File: src/rtl/mlu_pkg.sv
// mlu_pkg: shared types and elaboration helpers for the iterative multiplier.
//   mlu_state_t    : controller states
//   iter_count()   : number of shift-add iterations for a WIDTH/BPC pair
//   cnt_width()    : bit width of the iteration counter
//   params_legal() : WIDTH/BPC legality, evaluated at elaboration
package mlu_pkg;

    typedef enum logic [1:0] {
        IDLE = 2'd0,
        BUSY = 2'd1,
        DONE = 2'd2
    } mlu_state_t;

    function automatic int iter_count(int width, int bpc);
        return width / bpc;
    endfunction

    // A single-iteration configuration still needs a 1-bit counter.
    function automatic int cnt_width(int width, int bpc);
        int n;
        n = width / bpc;
        return (n > 1) ? $clog2(n) : 1;
    endfunction

    function automatic bit params_legal(int width, int bpc);
        return (width >= 8) && (width % 2 == 0) &&
               (bpc == 1 || bpc == 2 || bpc == 4 || bpc == 8) &&
               (width % bpc == 0);
    endfunction

endpackage

File: src/rtl/mlu_iter_if.sv
// mlu_iter_if: request/response bundle between the execute stage and mlu_iter.
//   master : start, signed_i, op_a, op_b, flush out; ready, busy, valid, result in
//   slave  : the multiplier side of the same signals
interface mlu_iter_if #(
    parameter int WIDTH = 32
);
    logic                   start;
    logic                   signed_i;
    logic [WIDTH-1:0]       op_a;
    logic [WIDTH-1:0]       op_b;
    logic                   flush;
    logic                   ready;
    logic                   busy;
    logic                   valid;
    logic [2*WIDTH-1:0]     result;

    modport master (
        output start, signed_i, op_a, op_b, flush,
        input  ready, busy, valid, result
    );

    modport slave (
        input  start, signed_i, op_a, op_b, flush,
        output ready, busy, valid, result
    );
endinterface

File: src/rtl/mlu_chunk_pp.sv
// mlu_chunk_pp: combinational WIDTH x BPC partial product.
//   mag_a : unsigned multiplicand magnitude
//   chunk : current BPC-bit slice of the multiplier magnitude
//   pp    : unshifted partial product, WIDTH+BPC bits
module mlu_chunk_pp #(
    parameter int WIDTH = 32,
    parameter int BPC   = 2
) (
    input  logic [WIDTH-1:0]     mag_a,
    input  logic [BPC-1:0]       chunk,
    output logic [WIDTH+BPC-1:0] pp
);
    assign pp = (WIDTH+BPC)'(mag_a) * (WIDTH+BPC)'(chunk);
endmodule

File: src/rtl/mlu_iter.sv
// mlu_iter: iterative signed/unsigned multiplier, BPC multiplier bits per cycle.
//   clk, resetn : clock, synchronous active-low reset
//   bus (slave) : start/signed_i/op_a/op_b/flush in; ready/busy/valid/result out
//
// state | meaning
// IDLE  | waiting for start; ready=1
// BUSY  | shift-add iterations in progress; busy=1
// DONE  | product written to result this cycle; valid=1, ready=1
module mlu_iter
    import mlu_pkg::*;
#(
    parameter int WIDTH = 32,
    parameter int BPC   = 2
) (
    input  logic       clk,
    input  logic       resetn,
    mlu_iter_if.slave  bus
);
    localparam int N  = iter_count(WIDTH, BPC);
    localparam int CW = cnt_width(WIDTH, BPC);

    if (!params_legal(WIDTH, BPC)) begin : g_bad_params
        $error("mlu_iter: illegal WIDTH/BPC combination");
    end

    mlu_state_t            state_q;
    logic                  ready_q, busy_q, valid_q;
    logic [CW-1:0]         cnt_q;
    logic [WIDTH-1:0]      mag_a_q;
    logic [WIDTH-1:0]      mag_b_q;
    logic                  neg_q;
    logic [2*WIDTH-1:0]    acc_q;
    logic [2*WIDTH-1:0]    result_q;

    logic [WIDTH-1:0]      mag_a_in, mag_b_in;
    logic                  neg_in;
    logic [WIDTH+BPC-1:0]  pp;
    logic [2*WIDTH-1:0]    pp_shift, acc_next, prod_final;

    // -(-2^(W-1)) wraps back to 2^(W-1), which is the correct unsigned magnitude.
    assign mag_a_in = (bus.signed_i & bus.op_a[WIDTH-1]) ? -bus.op_a : bus.op_a;
    assign mag_b_in = (bus.signed_i & bus.op_b[WIDTH-1]) ? -bus.op_b : bus.op_b;
    assign neg_in   = bus.signed_i & (bus.op_a[WIDTH-1] ^ bus.op_b[WIDTH-1]);

    // mag_b_q shifts right each iteration, so its low BPC bits are always chunk i.
    mlu_chunk_pp #(.WIDTH(WIDTH), .BPC(BPC)) u_pp (
        .mag_a (mag_a_q),
        .chunk (mag_b_q[BPC-1:0]),
        .pp    (pp)
    );

    assign pp_shift   = (2*WIDTH)'(pp) << (int'(cnt_q) * BPC);
    assign acc_next   = acc_q + pp_shift;
    assign prod_final = neg_q ? -acc_next : acc_next;

    always_ff @(posedge clk) begin
        if (!resetn) begin
            state_q  <= IDLE;
            ready_q  <= 1'b1;
            busy_q   <= 1'b0;
            valid_q  <= 1'b0;
            cnt_q    <= '0;
            mag_a_q  <= '0;
            mag_b_q  <= '0;
            neg_q    <= 1'b0;
            acc_q    <= '0;
            result_q <= '0;
        end else if (bus.flush) begin
            // Abort wins over everything, including a simultaneous start; result is kept.
            state_q <= IDLE;
            ready_q <= 1'b1;
            busy_q  <= 1'b0;
            valid_q <= 1'b0;
        end else begin
            case (state_q)
                IDLE, DONE: begin
                    if (bus.start) begin
                        state_q <= BUSY;
                        ready_q <= 1'b0;
                        busy_q  <= 1'b1;
                        valid_q <= 1'b0;
                        mag_a_q <= mag_a_in;
                        mag_b_q <= mag_b_in;
                        neg_q   <= neg_in;
                        acc_q   <= '0;
                        cnt_q   <= '0;
                    end else begin
                        state_q <= IDLE;
                        ready_q <= 1'b1;
                        busy_q  <= 1'b0;
                        valid_q <= 1'b0;
                    end
                end
                BUSY: begin
                    acc_q   <= acc_next;
                    cnt_q   <= cnt_q + 1'b1;
                    mag_b_q <= mag_b_q >> BPC;
                    if (cnt_q == CW'(N - 1)) begin
                        state_q  <= DONE;
                        ready_q  <= 1'b1;
                        busy_q   <= 1'b0;
                        valid_q  <= 1'b1;
                        result_q <= prod_final;
                    end
                end
                default: begin
                    state_q <= IDLE;
                    ready_q <= 1'b1;
                    busy_q  <= 1'b0;
                    valid_q <= 1'b0;
                end
            endcase
        end
    end

    assign bus.ready  = ready_q;
    assign bus.busy   = busy_q;
    assign bus.valid  = valid_q;
    assign bus.result = result_q;

endmodule

File: src/flat_wrapper.sv
// flat-port wrapper written by rule: the top's interface ports become plain ports
module mlu_iter_flat import mlu_pkg::*;
#(
    parameter int WIDTH = 32,
    parameter int BPC   = 2
)
  (clk, resetn, bus_start, bus_signed_i, bus_op_a, bus_op_b, bus_flush, bus_ready, bus_busy, bus_valid, bus_result);
  mlu_iter_if #(.WIDTH(WIDTH)) bus_i ();
  input  logic clk;
  input  logic resetn;
  input wire logic [$bits(bus_i.start)-1:0] bus_start;
  input wire logic [$bits(bus_i.signed_i)-1:0] bus_signed_i;
  input wire logic [$bits(bus_i.op_a)-1:0] bus_op_a;
  input wire logic [$bits(bus_i.op_b)-1:0] bus_op_b;
  input wire logic [$bits(bus_i.flush)-1:0] bus_flush;
  output wire logic [$bits(bus_i.ready)-1:0] bus_ready;
  output wire logic [$bits(bus_i.busy)-1:0] bus_busy;
  output wire logic [$bits(bus_i.valid)-1:0] bus_valid;
  output wire logic [$bits(bus_i.result)-1:0] bus_result;
  assign bus_i.start = bus_start;
  assign bus_i.signed_i = bus_signed_i;
  assign bus_i.op_a = bus_op_a;
  assign bus_i.op_b = bus_op_b;
  assign bus_i.flush = bus_flush;
  assign bus_ready = bus_i.ready;
  assign bus_busy = bus_i.busy;
  assign bus_valid = bus_i.valid;
  assign bus_result = bus_i.result;
  mlu_iter #(.WIDTH(WIDTH), .BPC(BPC)) u_core (.clk(clk), .resetn(resetn), .bus(bus_i));
endmodule
File: config.mk
export PLATFORM = sky130hd
export DESIGN_NAME = mlu_iter_flat
export DESIGN_NICKNAME = d
export VERILOG_FILES = /design/src/rtl/mlu_pkg.sv /design/src/rtl/mlu_iter_if.sv /design/src/rtl/mlu_chunk_pp.sv /design/src/rtl/mlu_iter.sv /design/src/flat_wrapper.sv
export SDC_FILE = /design/constraint.sdc
export NUM_CORES = 1
export LEC_CHECK = 0
export ABC_AREA = 1
export CORE_MARGIN = 2
export CORE_UTILIZATION = 50
export DETAILED_ROUTE_END_ITERATION = 10
export PLACE_DENSITY = 0.69
export SYNTH_ARGS = -nofsm -noshare
export SYNTH_HDL_FRONTEND = slang
export SYNTH_SLANG_ARGS = --single-unit
File: constraint.sdc
create_clock -name clk -period 12.11 [get_ports clk]
set_input_delay 2.422 -clock clk [delete_from_list [all_inputs] [get_ports clk]]
set_output_delay 2.422 -clock clk [all_outputs]
set_load 0.005 [all_outputs]
==> results.cfg <==
[status]
status = completed

[sta]
grt_setup_unrepaired = false
layout_min_cycle_time_ps = 7370
maxSlewHeadroom_pct = 21.4
timing.setup.tns_ps = 0
worst_pin_slew_ps = 1180
whs_ps = 467
timing.fmax_mhz = 136
worst_clock_skew_ps = 18.8
setup_violations = 0
post-route-period-util_pct = 60.8
slew_viol_final = 0
hold_violation_count_in_the_final_report = 0

[cts]
htree_levels = 1
cts_setup_buffers = 0
cts_root_buffer = clkbuf_16
cts_made_buffers = 26
post_cts_hold_buffer_count = 0
tritoncts = done
cts_num_sinks = 201
post_cts.resized_instances = 0
clock_latency_ps = 580
reg_clk_slew_reported_paths_ps = 70
cts-root-to-sink-buffers = 3

[global_routing]
global_route.usage.total_pct = 34.9
grt.overflow.total = 0
grt_max_degree = 86
grt_first_pass_wirelength_um = 121000
first_global_vias = 22100
initial_antenna_violation_count = 1
met2_usage_pct = 56.2
grt_most_used_layer = met2
grtUsageMet3_pct = 4.13
grtUsageMet1_pct = 48.3

[setup_path]
timing.critical_path.required_ps = 12580
startpoint_type = flop
timing.critical_path.arrival_ps = 7840
slowest_stage = dfxtp_1
worstPathMaxFanout = 33
path_common_cell = nand2_1
crit_family = simple AND/OR/NAND/NOR gates
critical_path.n_buffers_inverters = 4
endpoint_kind = flop
slowest_delay_ps = 990
timing.setup.critical_path_class = reg -> reg

[floorplan]
ioPinCount = 136
start_util_pct = 50.6
core-area_sq_mm = 0.0419
fp.dieH_um = 210
number_of_cell_rows = 75
area_enclosed_by_the_die_boundary_sq_mm = 0.0441
die_width_um = 210

[detailed_routing]
length_of_the_first_detailed_routing_pass_in_iterations = 6
finalWirelength_um = 78600
via_per_inst = 5.40
drt_iter0_markers = 2393
drc = 0
num_vias = 24600
ant_nets = 0
wire_per_inst_um = 17.3

[place]
gp_congestion = 1.02
dpl-instance-area_sq_mm = 0.0229
buffer_ports.inserted = 135
half_perimeter_wire_length_after_detailed_placement_um = 63100

[yosys]
synthFlopType = dfxtp_1
netlist.area_leader.share_pct = 23.5
mapped_cells = 3924
postSynthNetCount = 4093
synth_edf_count = 0
yosysWarningCount = 0
mappedNetlistArea_sq_mm = 0.0212
synth_seq_cells = 201
synth.yosys.seq_area_share_pct = 19.0
syn-mean-instance-area_sq_um = 5.41
netlist.top_cell.by_area = nand2_1
yosysUniqueCellTypes = 51
netlist_top_cells_area = nand2_1 (23%), dfxtp_1 (19%), inv_1 (10%), nand3_1 (8.1%), nor2_1 (6.9%)
asyncSetResetFlopFracSynth_pct = 0

[finish]
layout.nets = 4154
multi_input_comb_area_sq_mm = 0.0145
proportion_of_layout_cells_with_a_drive_suffix_above_1_pct = 4.89
regArea_sq_mm = 0.00403
finish.instance_area_sq_mm = 0.0238
area_delta_synth_final_pct = 12.4
fillerInstances = 4520

[power_and_ir_drop]
vdd_ir_drop_max_mv = 0.108
pwr_density_cell_mw_per_mm2 = 79.6
leakagePower_uw = 0.0125

[hold_path]
hold_path_class = reg -> reg

[job]
maxCapViolations = 0
sequential cells by signal (all words and copies together) (netlist names):
| register | flops |
|---|---|
| u_core.acc_q | 64 |
| u_core.bus.result | 64 |
| u_core.mag_a_q | 32 |
| u_core.mag_b_q | 32 |
| u_core.cnt_q | 4 |
| u_core.bus.busy | 1 |
| u_core.bus.ready | 1 |
| u_core.bus.valid | 1 |
| u_core.neg_q | 1 |
| u_core.state_q | 1 |
where the power goes:
group	switching, uW	internal (uW)
clock network	352	478
registers	15.2	679
logic	255	119
layout make-up:
class | instances | area share, %
Clock inverter | 15 | 0.661
Multi-Input combinational cell | 2990 | 60.6
Antenna cell | 1 | 0.0105
Tap cell | 539 | 2.83
Clock buffer | 33 | 3.10
Inverter | 610 | 9.60
Sequential cell | 201 | 16.9
Timing Repair Buffer | 156 | 6.32
routing by layer:
layer | wire, um | part of all wire [%]
met2 | 34400 | 44
met1 | 34900 | 44
met3 | 6360 | 8.1
met5 | 7 | 0.0089
met4 | 2860 | 3.6
worst register-to-register path, delay by kind of cell, from the launching register on:
kind | cells | cell delay, ps
adders and majority gates | 3 | 1040
AOI/OAI and AO/OA | 6 | 1520
DFF | 1 | 990
buffers and inverters | 4 | 270
and+or+nand+nor | 24 | 3440
cell usage after synthesis (2+ instances only):
library cell / instances
a21oi_1: 233
dfxtp_1: 201
o21ai_1: 11
nand2_1: 1328
o221ai_1: 15
clkbuf_1: 101
o31ai_1: 3
nand3_1: 344
o21ai_0: 229
inv_2: 13
buf_2: 5
o21ai_2: 3
nand2_2: 41
xor2_1: 53
fa_1: 2
or2_2: 12
nor4_1: 9
o21bai_1: 7
nand4_1: 31
xnor2_1: 21
nor3_1: 30
o22ai_1: 3
nor2_1: 388
a21oi_2: 3
nor2_2: 26
a21o_1: 12
ha_1: 98
o21a_1: 3
nor2_4: 5
and2_1: 5
buf_1: 15
nand3b_1: 5
inv_1: 593
nor3_2: 4
o211ai_1: 24
nand3_2: 13
mux2i_1: 2
and3_1: 2
a31oi_1: 16
clkinv_1: 4
kinds of logic after synthesis:
kind of cell             share of synthesized area (%)
AND/OR/NAND/NOR                                   44.2
buffers and inverters                             13.0
AO/OA/AOI/OAI                                     14.6
flip-flops                                        19.0
adder cells (fa/ha/maj)                           5.97
XOR/XNOR                                          3.13
multiplexers                                    0.0943
layout by cell type, fill, tap and decap left out, types with 13 or more instances in the layout:
| master | count |
|---|---|
| o221ai_1 | 15 |
| nand2_2 | 41 |
| nand3_1 | 344 |
| ha_1 | 98 |
| xnor2_1 | 21 |
| clkdlybuf4s50_1 | 134 |
| dfxtp_1 | 200 |
| nand2_1 | 1328 |
| nand4_1 | 31 |
| inv_2 | 14 |
| xor2_1 | 53 |
| a31oi_1 | 16 |
| inv_1 | 592 |
| nor2_2 | 26 |
| o211ai_1 | 24 |
| nand3_2 | 13 |
| clkbuf_16 | 27 |
| a21oi_1 | 233 |
| nor2_1 | 385 |
| nor3_1 | 30 |
| buf_4 | 22 |
| o21ai_0 | 229 |
metrics by stage:
stage | total power (uW) | util [%] | setup WS, ps | cells
final | 1900 | 56.9 | 4740 | 4545
after global routing | 1970 | 56.8 | 4200 | 4544
after CTS | 1900 | 56.8 | 4950 | 4544
after detailed placement | 1070 | 54.7 | 4980 | 4496
after global placement | 1070 | 54.7 | 5090 | 4496
after floorplan | 954 | - | 7060 | 3924
final timing paths:
| path | from | end | slack (ps) | cells past startpoint |
|---|---|---|---|---|
| max | u_core.mag_b_q[1] | u_core.bus.result[63] | 4740 | 37 |
| min reg2reg | u_core.bus.ready | u_core.bus.ready | 470 | 2 |
| min | u_core.bus.ready | u_core.bus.ready | 470 | 2 |
| max reg2reg | u_core.mag_b_q[1] | u_core.bus.result[63] | 4740 | 37 |
Note: power is estimated with default switching activity, not from simulation.
